==> src/rtl/ifid_reg_if.sv <==
// IF/ID boundary bundle: fetch-side inputs, decode-side outputs, perf counters.
// master = fetch/control side, slave = the IF/ID register.
interface ifid_reg_if #(
    parameter int ADDR_W  = 32,
    parameter int INST_W  = 32,
    parameter int EXC_W   = 5,
    parameter int STALL_W = 4
);
    logic [ADDR_W-1:0]  if_pc;
    logic [ADDR_W-1:0]  if_pc_plus_4;
    logic [EXC_W-1:0]   if_exccode_i;
    logic               if_ice;
    logic [INST_W-1:0]  inst_i;
    logic [STALL_W-1:0] stall;
    logic               flush;
    logic [ADDR_W-1:0]  id_pc;
    logic [ADDR_W-1:0]  id_pc_plus_4;
    logic [EXC_W-1:0]   id_exccode;
    logic [INST_W-1:0]  id_inst;
    logic               id_valid;
    logic [31:0]        perf_bubble;
    logic [31:0]        perf_hold;

    modport master (
        output if_pc, if_pc_plus_4, if_exccode_i, if_ice,
        output inst_i, stall, flush,
        input  id_pc, id_pc_plus_4, id_exccode, id_inst,
        input  id_valid, perf_bubble, perf_hold
    );

    modport slave (
        input  if_pc, if_pc_plus_4, if_exccode_i, if_ice,
        input  inst_i, stall, flush,
        output id_pc, id_pc_plus_4, id_exccode, id_inst,
        output id_valid, perf_bubble, perf_hold
    );
endinterface

==> src/rtl/ifid_reg.sv <==
// IF/ID pipeline register with instruction-hold buffer for synchronous I-RAM.
// Optional bubble/hold counters enabled by defining IFID_PERF_CNT_EN.
module ifid_reg #(
    parameter int                ADDR_W   = 32,
    parameter int                INST_W   = 32,
    parameter int                EXC_W    = 5,
    parameter logic [EXC_W-1:0]  EXC_NONE = 5'h10,
    parameter logic [INST_W-1:0] NOP_INST = 32'h0,
    parameter int                STALL_W  = 4
) (
    input  logic       cpu_clk_50M,
    input  logic       cpu_rst,
    ifid_reg_if.slave  bus
);
    logic [ADDR_W-1:0] r_id_pc;
    logic [ADDR_W-1:0] r_id_pc_plus_4;
    logic [EXC_W-1:0]  r_id_exccode;
    logic              r_id_valid;
    logic              r_hold_v;
    logic [INST_W-1:0] r_hold_inst;
    logic              w_hold;
    logic              w_bubble;

    assign w_hold   = bus.stall[2];
    assign w_bubble = bus.stall[1] & ~bus.stall[2];

    always_ff @(posedge cpu_clk_50M) begin
        if (cpu_rst) begin
            r_id_pc        <= '0;
            r_id_pc_plus_4 <= '0;
            r_id_exccode   <= EXC_NONE;
            r_id_valid     <= 1'b0;
            r_hold_v       <= 1'b0;
            r_hold_inst    <= NOP_INST;
        end else if (bus.flush) begin
            r_id_pc        <= '0;
            r_id_pc_plus_4 <= '0;
            r_id_exccode   <= EXC_NONE;
            r_id_valid     <= 1'b0;
            r_hold_v       <= 1'b0;
        end else if (w_hold) begin
            // RAM data is only valid on the first stalled cycle
            if (r_id_valid && !r_hold_v) begin
                r_hold_inst <= bus.inst_i;
                r_hold_v    <= 1'b1;
            end
        end else if (w_bubble) begin
            r_id_pc        <= '0;
            r_id_pc_plus_4 <= '0;
            r_id_exccode   <= EXC_NONE;
            r_id_valid     <= 1'b0;
            r_hold_v       <= 1'b0;
        end else begin
            r_id_pc        <= bus.if_pc;
            r_id_pc_plus_4 <= bus.if_pc_plus_4;
            r_id_exccode   <= bus.if_exccode_i;
            r_id_valid     <= bus.if_ice;
            r_hold_v       <= 1'b0;
        end
    end

    always_comb begin
        bus.id_inst = bus.inst_i;
        if (!r_id_valid || r_id_exccode != EXC_NONE)
            bus.id_inst = NOP_INST;
        else if (r_hold_v)
            bus.id_inst = r_hold_inst;
    end

    assign bus.id_pc        = r_id_pc;
    assign bus.id_pc_plus_4 = r_id_pc_plus_4;
    assign bus.id_exccode   = r_id_exccode;
    assign bus.id_valid     = r_id_valid;

`ifdef IFID_PERF_CNT_EN
    logic [31:0] r_perf_bubble;
    logic [31:0] r_perf_hold;

    // Flush outranks stalls, so flushed edges count as neither
    always_ff @(posedge cpu_clk_50M) begin
        if (cpu_rst) begin
            r_perf_bubble <= '0;
            r_perf_hold   <= '0;
        end else if (!bus.flush) begin
            if (w_bubble)
                r_perf_bubble <= r_perf_bubble + 32'd1;
            if (w_hold && r_id_valid)
                r_perf_hold <= r_perf_hold + 32'd1;
        end
    end

    assign bus.perf_bubble = r_perf_bubble;
    assign bus.perf_hold   = r_perf_hold;
`else
    assign bus.perf_bubble = '0;
    assign bus.perf_hold   = '0;
`endif
endmodule

==> src/flat_wrapper.sv <==
// flat-port wrapper written by rule: the top's interface ports become plain ports
module ifid_reg_flat 
#(
    parameter int                ADDR_W   = 32,
    parameter int                INST_W   = 32,
    parameter int                EXC_W    = 5,
    parameter logic [EXC_W-1:0]  EXC_NONE = 5'h10,
    parameter logic [INST_W-1:0] NOP_INST = 32'h0,
    parameter int                STALL_W  = 4
)
  (cpu_clk_50M, cpu_rst, bus_if_pc, bus_if_pc_plus_4, bus_if_exccode_i, bus_if_ice, bus_inst_i, bus_stall, bus_flush, bus_id_pc, bus_id_pc_plus_4, bus_id_exccode, bus_id_inst, bus_id_valid, bus_perf_bubble, bus_perf_hold);
  ifid_reg_if #(.ADDR_W(ADDR_W), .INST_W(INST_W), .EXC_W(EXC_W), .STALL_W(STALL_W)) bus_i ();
  input  logic cpu_clk_50M;
  input  logic cpu_rst;
  input wire logic [$bits(bus_i.if_pc)-1:0] bus_if_pc;
  input wire logic [$bits(bus_i.if_pc_plus_4)-1:0] bus_if_pc_plus_4;
  input wire logic [$bits(bus_i.if_exccode_i)-1:0] bus_if_exccode_i;
  input wire logic [$bits(bus_i.if_ice)-1:0] bus_if_ice;
  input wire logic [$bits(bus_i.inst_i)-1:0] bus_inst_i;
  input wire logic [$bits(bus_i.stall)-1:0] bus_stall;
  input wire logic [$bits(bus_i.flush)-1:0] bus_flush;
  output wire logic [$bits(bus_i.id_pc)-1:0] bus_id_pc;
  output wire logic [$bits(bus_i.id_pc_plus_4)-1:0] bus_id_pc_plus_4;
  output wire logic [$bits(bus_i.id_exccode)-1:0] bus_id_exccode;
  output wire logic [$bits(bus_i.id_inst)-1:0] bus_id_inst;
  output wire logic [$bits(bus_i.id_valid)-1:0] bus_id_valid;
  output wire logic [$bits(bus_i.perf_bubble)-1:0] bus_perf_bubble;
  output wire logic [$bits(bus_i.perf_hold)-1:0] bus_perf_hold;
  assign bus_i.if_pc = bus_if_pc;
  assign bus_i.if_pc_plus_4 = bus_if_pc_plus_4;
  assign bus_i.if_exccode_i = bus_if_exccode_i;
  assign bus_i.if_ice = bus_if_ice;
  assign bus_i.inst_i = bus_inst_i;
  assign bus_i.stall = bus_stall;
  assign bus_i.flush = bus_flush;
  assign bus_id_pc = bus_i.id_pc;
  assign bus_id_pc_plus_4 = bus_i.id_pc_plus_4;
  assign bus_id_exccode = bus_i.id_exccode;
  assign bus_id_inst = bus_i.id_inst;
  assign bus_id_valid = bus_i.id_valid;
  assign bus_perf_bubble = bus_i.perf_bubble;
  assign bus_perf_hold = bus_i.perf_hold;
  ifid_reg #(.ADDR_W(ADDR_W), .INST_W(INST_W), .EXC_W(EXC_W), .EXC_NONE(EXC_NONE), .NOP_INST(NOP_INST), .STALL_W(STALL_W)) u_core (.cpu_clk_50M(cpu_clk_50M), .cpu_rst(cpu_rst), .bus(bus_i));
endmodule
==> config.mk <==
export PLATFORM = sky130hd
export DESIGN_NAME = ifid_reg_flat
export DESIGN_NICKNAME = d
export VERILOG_FILES = /design/src/rtl/ifid_reg_if.sv /design/src/rtl/ifid_reg.sv /design/src/flat_wrapper.sv
export SDC_FILE = /design/constraint.sdc
export NUM_CORES = 1
export LEC_CHECK = 0
export ABC_AREA = 0
export CAP_MARGIN = 10
export CORE_ASPECT_RATIO = 1.1
export CORE_MARGIN = 3
export CORE_UTILIZATION = 40
export CTS_BUF_LIST = sky130_fd_sc_hd__clkbuf_16
export CTS_CLUSTER_DIAMETER = 100
export DETAILED_ROUTE_END_ITERATION = 10
export PLACE_DENSITY = 0.81
export SYNTH_ARGS = -nofsm -noshare
export SYNTH_HDL_FRONTEND = slang
export SYNTH_SLANG_ARGS = --single-unit
export TNS_END_PERCENT = 1
==> constraint.sdc <==
create_clock -name cpu_clk_50M -period 1.6 [get_ports cpu_clk_50M]
set_input_delay 0.24 -clock cpu_clk_50M [delete_from_list [all_inputs] [get_ports cpu_clk_50M]]
set_output_delay 0.24 -clock cpu_clk_50M [all_outputs]
set_load 0.005 [all_outputs]
Yosys cells after proc, flatten, opt, wreduce, memory -nomap -nowiden:

Cells that the tools add are included.

* flip-flop bits (word level): 103
* bits of input ports: 109

* muxes and demuxes: 6
* reductions and logical operators: 7
* bitwise logic cells: 3
* equality and inequality tests: 1

Operators by type and width (number)
* $mux W32: 4
* $mux W5: 1
* $ne A5 B5 Y1 const B: 1
* $reduce_and A3 Y1: 1
* $reduce_or A3 Y1: 1
* $logic_not A1 Y1: 2
* $not A1 Y1: 2
* $reduce_or A2 Y1: 1
* $and A1 B1 Y1: 1
* $logic_and A1 B1 Y1: 1
* $logic_or A1 B1 Y1: 1
* $mux W1: 1

Longest topological paths before layout:

Gate-level depths: netlist of the first run.

* depth in word-level cells: 3
* depth in mapped cells: 5

Worst setup path after synthesis of the first run:

Ideal clock, no wire load.

* kind: register -> output
* start point: reg u_core.r_id_exccode[2], in the netlist u_core.bus.id_exccode[2]
* end point: out bus_id_inst[10]
* stages on the path, launching flop included: 5
* data required time: 1360 ps
* arrival: 1100 ps
* setup slack: 260 ps
* path through: dfxtp_1 -> or2_2 -> clkbuf_1 -> buf_2 -> nor3_1

* word-level cells in the longest chain between the ends: 3

RTL lines
* start: declaration: line ifid_reg.sv:17 `logic [EXC_W-1:0] r_id_exccode;`
* start signal: assignment: line ifid_reg.sv:56 `r_id_exccode <= bus.if_exccode_i;`
* $ne A5 B5 Y1: line ifid_reg.sv:64 `if (!r_id_valid || r_id_exccode != EXC_NONE)`
* $logic_or A1 B1 Y1: line ifid_reg.sv:64
* $mux W32: line ifid_reg.sv:64
* end: declaration: line flat_wrapper.sv:25 `output wire logic [$bits(bus_i.id_inst)-1:0] bus_id_inst;`

Every way passes these cells.

Final worst setup path of the first run:

* start point: reg u_core.r_id_exccode[2], in the netlist u_core.bus.id_exccode[2]
* end point: out bus_id_inst[2]

Same word-level chain as after synthesis.

==> results.sh, run 1 <==
export IMPL_status="finished, violations left"
export IMPL_violations="negative setup slack"
export IMPL_critPathKind="reg -> out"
export IMPL_route_detailed_drc=0
export IMPL_ys_types=20
export IMPL_insertion_delay_ps=340
export IMPL_place_congestion=0.818
export IMPL_via_per_inst=4.82
export IMPL_hold_path_class="in -> reg"
export IMPL_fin_util_pct=61.8
export IMPL_clockRootBuffer="clkbuf_16"
export IMPL_drv_slew=0
export IMPL_rr_startpoint="u_core.r_hold_v"
export IMPL_synth_cells=597
export IMPL_fp_dieArea_um2=14600
export IMPL_drive_gt1_share_pct=17.5
export IMPL_ioPinCount=275
export IMPL_maxCapViolCount=0
export IMPL_hold_viol_final=0
export IMPL_clk_pin_slew_worst_paths_ps=70
export IMPL_area_growth_synth_to_final_pct=49.1
export IMPL_ctsHoldBuffers=0
export IMPL_diodes=0
export IMPL_clk_path_buf_depth=2
export IMPL_place_hpwl_um=10400
export IMPL_dr_first_iter_drc_count=181
export IMPL_critPathLaunchType="register"
export IMPL_post_route_min_period_ps=1710
export IMPL_core_area_um2=12800
export IMPL_cp_data_required_time_ps=1360
export IMPL_max_freq_ghz=0.585
export IMPL_ys_ff_latch=103
export IMPL_crit_fanout=8
export IMPL_synthesis_area_um2=5290
export IMPL_r2r_slack_ps=40
export IMPL_seq_area_frac_synth_pct=39.0
export IMPL_grt_pass1_wl_um=22500
export IMPL_rsz0062_at_grt="true"
export IMPL_die_w_um=116
export IMPL_final_cell_mix="clkdlybuf4s50_1, dfxtp_1, nand2_1, a21oi_1"
export IMPL_avgSynthCellArea_um2=8.86
export IMPL_global_route_usage_total_pct=19.0
export IMPL_crit_arrival_ps=1470
export IMPL_ant_nets=0
export IMPL_rows=43
export IMPL_setup_ws_ps=-110
export IMPL_cts_buffers=9
export IMPL_min_period_over_period_pct=107
export IMPL_worstSetupEndpoint="bus_id_inst[2]"
export IMPL_start_util_pct=41.5
export IMPL_peakVddDrop_v=0.000431
export IMPL_hold_worst_slack_ps=248
export IMPL_r2r_cells=5
export IMPL_wl_um=14800
export IMPL_grt_pass1_vias=4518
export IMPL_cts_tree="built"
export IMPL_setup_violations=32
export IMPL_fin_skew_ps=8.38
export IMPL_port_buffers=208
export IMPL_reg2reg_to="u_core.r_hold_inst[14]"
export IMPL_htreeDepth=3
export IMPL_antenna_found_initial=0
export IMPL_fin_nets=905
export IMPL_p_leak_nw=2.91
export IMPL_cts_sinks=103
export IMPL_grt_overflow_total=0
export IMPL_power_density_nw_per_um2=718
export IMPL_vias=4620
export IMPL_die_h_um=127
export IMPL_wl_per_cell_um=15.5
export IMPL_cp_startpoint="u_core.bus.id_exccode[2]"
export IMPL_end_kind="output port"
export IMPL_layout_commonest_cell="clkdlybuf4s50_1"
export IMPL_finalPower_w=0.00566
export IMPL_drtPass1Iterations=4
export IMPL_fill_cells=1040
export IMPL_synth_warnings=0
export IMPL_grt_max_degree=65
==> worst max-delay path, stage by stage, from the launching register on <==
cell and delay (ps):
dfxtp_2 320, or2_4 310, clkbuf_16 190, nor3_1 160, buf_2 140
==> how the worst min path moves through the flow <==
stage                                            from                          end  slack (ps)  cells past startpoint
after floorplan                   bus_if_exccode_i[4]     u_core.bus.id_exccode[4]         390                      2
after global placement            u_core.bus.id_pc[5]          u_core.bus.id_pc[5]         450                      2
after detailed placement  u_core.bus.id_pc_plus_4[15]  u_core.bus.id_pc_plus_4[15]         450                      2
after CTS                                bus_stall[2]  u_core.bus.id_pc_plus_4[15]         240                      3
after global routing                     bus_stall[2]  u_core.bus.id_pc_plus_4[23]         260                      3
final                                    bus_stall[2]  u_core.bus.id_pc_plus_4[15]         250                      3
==> cell type report <==
cell class,count,area [um^2],share of cell area [%]
flip-flops and latches,103,2070,26.3
clock buffers,9,225,2.86
well taps,157,196,2.49
clock inverters,7,72.6,0.921
multi-input cells,440,2980,37.7
repair buffers,242,2340,29.7
==> synthesized netlist by cell type <==
cell type,count,area [um^2]
and4bb_1,1,12.5
buf_2,13,65.1
nand2_1,69,259
o21bai_1,1,7.51
o21ai_0,1,5.00
a21oi_1,69,345
mux2i_1,64,641
or2_2,2,12.5
or3b_2,8,70.1
buf_6,6,67.6
or3b_1,61,534
nand4bb_1,1,11.3
dfxtp_1,103,2060
nor2b_1,1,6.26
nand2b_1,64,400
clkbuf_1,32,120
buf_4,66,495
conb_1,1,3.75
nor2_1,1,3.75
nor3_1,33,165
==> power by group <==
group | leakage, nW | total [W] | internal (W) | switching [W]
registers | 0.835 | 0.00262 | 0.00260 | 0.0000221
clock network | 0.153 | 0.00221 | 0.00122 | 0.000992
logic | 1.92 | 0.000824 | 0.000485 | 0.000339
==> through the flow <==
stage | TNS, ps | cell area (um^2) | setup WS (ps) | cells
2_1_floorplan | 0 | 5520 | 260 | 660
3_3_place_gp | -4240 | 7390 | -151 | 939
3_5_place_dp | -4930 | 7390 | -214 | 939
4_1_cts | -3230 | 7760 | -198 | 956
5_1_grt | -4800 | 7880 | -174 | 958
6_report | -2440 | 7880 | -110 | 958
==> per-layer routing <==
| metal | GRT usage, % | up-vias | wire length [um] |
|---|---|---|---|
| met5 | 0 | - | 0 |
| met4 | 5.12 | 0 | 195 |
| met3 | 8.64 | 16 | 1640 |
| met2 | 32.6 | 195 | 7270 |
| met1 | 21.2 | 2128 | 5720 |
| li1 | - | 2281 | - |
==> flip-flops by register name, summed over array words and instances (netlist names) <==
signal and flops:
u_core.bus.id_pc_plus_4 32, u_core.r_hold_v 1, u_core.bus.id_exccode 5, u_core.r_hold_inst 32, u_core.bus.id_pc 32, u_core.bus.id_valid 1
==> what timing repair did <==
| action | 4_1_cts | 5_1_grt |
|---|---|---|
| gates resized for setup | 152 | 35 |
| cloned | 1 | 2 |
| pin swaps | 7 | 15 |
| setup endpoints to repair | 32 | 51 |
| setup buffers | 0 | 0 |
==> cells by family after synthesis <==
kind of cell	after synthesis	synth area share, %
AND/OR/NAND/NOR	241	27.9
buffers and inverters	117	14.2
flip-flops	103	39.0
AO/OA/AOI/OAI	71	6.77
multiplexers	64	12.1
other	1	0.0709
No activity file was read; power rests on OpenSTA's default activity.
==> run 2, diff against run 1 <==
- CELL_PAD_IN_SITES_DETAIL_PLACEMENT: unset -> 1
- CELL_PAD_IN_SITES_GLOBAL_PLACEMENT: unset -> 1
- CORE_UTILIZATION: 40 -> 28
- PLACE_DENSITY: 0.81 -> unset
- PLACE_DENSITY_LB_ADDON: unset -> 0.1
==> run 2 against run 1 <==
Effect of this change:
- the flow still finishes with violations (negative setup slack)
- sequential power about the same
- design area up 3.1%
- clock power hardly changed
- hold slack worse by 7.5 ps
- setup slack worse by 11 ps
- sequential share of layout area fell by 0.82 points
- first-iteration DRC count down 29%
- flip-flop and latch count is the same
- combinational power rose by 3.8%
- register-to-register slack improved by 230 ps
- via count grew 1.2%
- count of clock-buffer cells in the layout unchanged
- critical path type unchanged
- critical endpoint is now bus_id_inst[6]
- largest cell class unchanged
==> results.sh, run 2 (same netlist as run 1, synthesis figures left out) <==
export IMPL_clk_pin_slew_worst_paths_ps=70
export IMPL_core_area_um2=18500
export IMPL_rsz0062_at_grt="true"
export IMPL_end_kind="output port"
export IMPL_maxCapViolCount=0
export IMPL_wl_um=17300
export IMPL_use_met1_pct=17.9
export IMPL_slew_headroom_pct=60.7
export IMPL_rows=52
export IMPL_status="finished, violations left"
export IMPL_max_freq_ghz=0.581
export IMPL_switching_share_pct=24.5
export IMPL_power_internal_w=0.00432
export IMPL_layout_commonest_cell="clkdlybuf4s50_1"
export IMPL_critPathKind="reg -> out"
export IMPL_grt_busiest_layer="met2"
export IMPL_grt_pass1_vias=4977
export IMPL_crit_path_cell_trace="buf_12, buf_4, mux2i_2, nor3_2, buf_2"
export IMPL_critPathMaxStageDelay_ps=400
export IMPL_critPathSlowestCell="dfxtp_4"
export IMPL_place_hpwl_um=12300
export IMPL_final_cell_mix="clkdlybuf4s50_1, dfxtp_1, nand2_1, a21oi_1"
export IMPL_drive_gt1_share_pct=18.3
export IMPL_crit_fanout=6
export IMPL_ant_nets=0
export IMPL_insertion_delay_ps=340
export IMPL_fin_nets=916
export IMPL_fp_dieArea_um2=20600
export IMPL_grt_overflow_total=0
export IMPL_cts_tree="built"
export IMPL_p_switching_w=0.00140
export IMPL_grt_max_degree=58
export IMPL_area_growth_synth_to_final_pct=53.8
export IMPL_drtPass1Iterations=4
export IMPL_global_route_usage_total_pct=16.4
export IMPL_finalSetupTns_ps=-2140
export IMPL_peakVddDrop_v=0.000477
export IMPL_antenna_found_initial=1
export IMPL_hold_path_class="in -> reg"
export IMPL_clk_path_buf_depth=2
export IMPL_route_detailed_drc=0
export IMPL_drv_slew=0
export IMPL_fin_skew_ps=6.44
export IMPL_clockRootBuffer="clkbuf_16"
export IMPL_violations="negative setup slack"
export IMPL_hold_worst_slack_ps=241
export IMPL_ctsHoldBuffers=0
export IMPL_cpLargestDelayFamily="buffers and inverters"
export IMPL_post_route_min_period_ps=1720
export IMPL_path_buf_inv=3
export IMPL_p_leak_nw=2.98
export IMPL_min_period_over_period_pct=108
export IMPL_cts_buffers=9
export IMPL_vias=4677
export IMPL_wl_per_cell_um=16.4
export IMPL_setup_ws_ps=-120
export IMPL_critPathLaunchType="register"
export IMPL_hold_viol_final=0
export IMPL_dr_first_iter_drc_count=129
export IMPL_ioPinCount=275
export IMPL_port_buffers=208
export IMPL_die_h_um=150
export IMPL_finalPower_w=0.00572
export IMPL_clockPowerShare_pct=39.2
export IMPL_use_met2_pct=28.9
export IMPL_via_per_inst=4.43
export IMPL_start_util_pct=28.6
export IMPL_p_comb_share_pct=15.0
export IMPL_diodes=0
export IMPL_crit_arrival_ps=1480
export IMPL_fin_util_pct=44.0
export IMPL_use_met3_pct=7.15
export IMPL_htreeDepth=3
export IMPL_power_density_nw_per_um2=703
export IMPL_place_congestion=0.696
export IMPL_pwr_share_seq_pct=45.8
export IMPL_cp_data_required_time_ps=1360
export IMPL_setup_violations=32
export IMPL_die_w_um=137
export IMPL_worst_slew_pin_slew_ps=589
export IMPL_cts_sinks=103
export IMPL_grt_pass1_wl_um=26600
export IMPL_pre_cts_ws_ps=-278
## run 2: cell types whose count changed in the layout (fill, tap and decap cells not counted), moves of 2 or more
cell             delta
buf_12              +3
buf_16              +2
buf_4               +7
clkbuf_16           -2
clkdlybuf4s50_1     -4
clkinv_2            -2
dfxtp_1             +3
dfxtp_2             -4
dlygate4sd2_1       +3
mux2i_1             +2
mux2i_2             -3
nor3_1              -4
nor3_2              +5
## run 2: worst paths after layout
check / from / end / slack [ps] / depth (start not counted)
max: u_core.r_hold_v / bus_id_inst[6] / -120 / 5
min: bus_stall[2] / u_core.bus.id_exccode[1] / 240 / 3
max reg2reg: u_core.bus.id_valid / u_core.r_hold_inst[28] / 270 / 4
min reg2reg: u_core.bus.id_pc[16] / u_core.bus.id_pc[16] / 460 / 2
## run 2: through the flow
stage	std cells	instance area (um^2)
after global routing	1055	8130
after global placement	1035	7590
after CTS	1055	8100
after floorplan	660	5520
after detailed placement	1035	7590
final	1055	8130
## run 2: cell type report
cell class	instances	area, um^2
Fill cell	2132	10300
Multi-Input combinational cell	440	2990
Timing Repair Buffer	253	2470
Sequential cell	103	2070
Tap cell	243	304
Clock buffer	9	225
Clock inverter	7	71.3
## run 2: what timing repair did
item / CTS / global route
setup endpoints to repair: 35 / 35
gates cloned: 3 / 0
hold endpoints to repair: 0 / 0
pin swaps: 32 / 2
resized for setup: 189 / 8
setup buffers: 1 / 0
## run 2: layer usage
| metal | vias up | share of wire (%) |
|---|---|---|
| li1 | 2310 | - |
| met1 | 2206 | 38 |
| met2 | 146 | 51 |
| met3 | 13 | 9.9 |
| met4 | 2 | 1.1 |
| met5 | - | 0.075 |
## run 2: power groups by stage
stage	Sequential, W	Combinational (W)	Clock (W)
after floorplan	0.00268	0.000432	0
after global placement	0.00268	0.000789	0
after detailed placement	0.00268	0.000802	0
after CTS	0.00262	0.000858	0.00235
after global routing	0.00263	0.000934	0.00244
final	0.00262	0.000855	0.00224
## run 2: worst reg2reg max path: cells and delay by family, from the launching register on
family | cells | cell delay [ps]
simple gates | 1 | 280
flops | 1 | 370
mux | 1 | 230
buf+inv | 2 | 370
==> run 3, diff against run 2 <==
- MAX_ROUTING_LAYER: unset -> met4
==> run 3 against run 2 <==
Effect of this change:
- the flow still finishes with violations (negative setup slack)
- maximum frequency increased by 0.10%
- sequential share of layout area about the same
- final cell count about the same
- hold slack got worse by 2.8 ps
- power increased by 0.18%
- register-to-register slack about the same
- flip-flop and latch count unchanged
- critical path type unchanged
- critical endpoint unchanged
- largest cell class unchanged
==> results.sh, run 3 (same netlist as run 1, synthesis figures left out) <==
export IMPL_global_route_usage_total_pct=16.9
export IMPL_core_area_um2=18500
export IMPL_antenna_found_initial=1
export IMPL_htreeDepth=3
export IMPL_clockRootBuffer="clkbuf_16"
export IMPL_worst_slew_pin_slew_ps=596
export IMPL_drv_slew=0
export IMPL_cts_buffers=9
export IMPL_layout_commonest_cell="clkdlybuf4s50_1"
export IMPL_r2r_cells=4
export IMPL_hold_viol_final=0
export IMPL_p_leak_nw=2.98
export IMPL_place_hpwl_um=12300
export IMPL_end_kind="output port"
export IMPL_post_route_min_period_ps=1720
export IMPL_clk_path_buf_depth=2
export IMPL_grt_max_degree=58
export IMPL_ioPinCount=275
export IMPL_fill_cells=2132
export IMPL_port_buffers=208
export IMPL_critPathLaunchType="register"
export IMPL_peakVddDrop_v=0.000480
export IMPL_routedLengthMet1_um=6650
export IMPL_place_congestion=0.704
export IMPL_drtPass1Iterations=4
export IMPL_fin_nets=916
export IMPL_finalSetupTns_ps=-2110
export IMPL_grt_pass1_wl_um=26500
export IMPL_worstSetupEndpoint="bus_id_inst[6]"
export IMPL_grt_pass1_vias=4978
export IMPL_top_layer="met4"
export IMPL_insertion_delay_ps=350
export IMPL_reg2reg_to="u_core.r_hold_inst[28]"
export IMPL_finalPower_w=0.00573
export IMPL_clk_pin_slew_worst_paths_ps=70
export IMPL_rows=52
export IMPL_hold_path_class="in -> reg"
export IMPL_crit_arrival_ps=1480
export IMPL_max_freq_ghz=0.582
export IMPL_dr_first_iter_drc_count=135
export IMPL_placed_area_um2=7590
export IMPL_cp_data_required_time_ps=1360
export IMPL_hold_worst_slack_ps=238
export IMPL_wl_per_cell_um=16.4
export IMPL_power_density_nw_per_um2=704
export IMPL_rsz0062_at_grt="true"
export IMPL_dr_wl_met3_um=1620
export IMPL_final_cell_mix="clkdlybuf4s50_1, dfxtp_1, nand2_1, a21oi_1"
export IMPL_maxCapViolCount=0
export IMPL_r2r_slack_ps=270
export IMPL_die_h_um=150
export IMPL_fin_skew_ps=7.60
export IMPL_die_w_um=137
export IMPL_status="finished, violations left"
export IMPL_min_period_over_period_pct=107
export IMPL_grt_overflow_total=0
export IMPL_cts_sinks=103
export IMPL_route_detailed_drc=0
export IMPL_cp_startpoint="u_core.r_hold_v"
export IMPL_cts_tree="built"
export IMPL_fp_dieArea_um2=20600
export IMPL_rr_startpoint="u_core.bus.id_valid"
export IMPL_fin_area_um2=8130
export IMPL_setup_ws_ps=-119
export IMPL_ant_nets=0
export IMPL_slew_headroom_pct=60.2
export IMPL_crit_fanout=6
export IMPL_drive_gt1_share_pct=18.3
export IMPL_fin_util_pct=44.0
export IMPL_area_growth_synth_to_final_pct=53.8
export IMPL_wl_um=17300
export IMPL_critPathKind="reg -> out"
export IMPL_setup_violations=32
export IMPL_via_per_inst=4.43
export IMPL_wl_met2_um=8830
export IMPL_start_util_pct=28.6
export IMPL_violations="negative setup slack"
export IMPL_vias=4683
==> run 3: stage by stage <==
| step | setup slack (ps) | instances |
|---|---|---|
| after detailed placement | -278 | 1035 |
| final | -119 | 1056 |
| after CTS | -142 | 1055 |
| after floorplan | 260 | 660 |
| after global routing | -191 | 1056 |
| after global placement | -252 | 1035 |
==> run 3: worst min path at each step <==
| stage | start | end | cells past startpoint |
|---|---|---|---|
| 2_1_floorplan | bus_if_exccode_i[4] | u_core.bus.id_exccode[4] | 2 |
| 3_3_place_gp | u_core.bus.id_pc[31] | u_core.bus.id_pc[31] | 2 |
| 3_5_place_dp | u_core.bus.id_pc[16] | u_core.bus.id_pc[16] | 2 |
| 4_1_cts | bus_stall[2] | u_core.bus.id_pc_plus_4[30] | 3 |
| 5_1_grt | bus_stall[2] | u_core.bus.id_pc_plus_4[30] | 3 |
| 6_report | bus_stall[2] | u_core.bus.id_exccode[1] | 3 |
==> run 3: power by group <==
part	leakage (nW)	total [W]	internal (W)	switching, W
sequential	0.834	0.00262	0.00260	0.0000219
combinational	2.00	0.000855	0.000500	0.000356
clock	0.145	0.00225	0.00122	0.00103
==> run 3: timing repair <==
| item | 4_1_cts | 5_1_grt |
|---|---|---|
| hold buffers | 0 | 0 |
| gates cloned | 3 | 0 |
| pin swaps | 32 | 2 |
| setup endpoints to repair | 35 | 35 |
| setup buffers | 1 | 0 |
| gates resized for setup | 189 | 8 |
==> run 3: area by class of cell <==
class                   instances  area [um^2]  share of cell area (%)
multi-input cells             440         2990                    36.8
flip-flops and latches        103         2070                    25.4
clock buffers                   9          225                    2.77
well taps                     243          304                    3.74
repair buffers                253         2470                    30.4
clock inverters                 7         71.3                   0.877
diodes                          1         2.50                  0.0308
==> run 3: routing by layer <==
| metal | track usage [%] | vias to the layer above |
|---|---|---|
| met3 | 6.68 | 11 |
| met4 | 4.64 | 0 |
| li1 | - | 2308 |
| met5 | - | - |
| met2 | 28.9 | 147 |
| met1 | 18.2 | 2217 |
==> run 3: worst max-delay path, cell delays in order (launching register included) <==
cell and delay (ps):
dfxtp_4 390, buf_12 140, buf_4 140, mux2i_2 150, nor3_2 180, buf_2 130
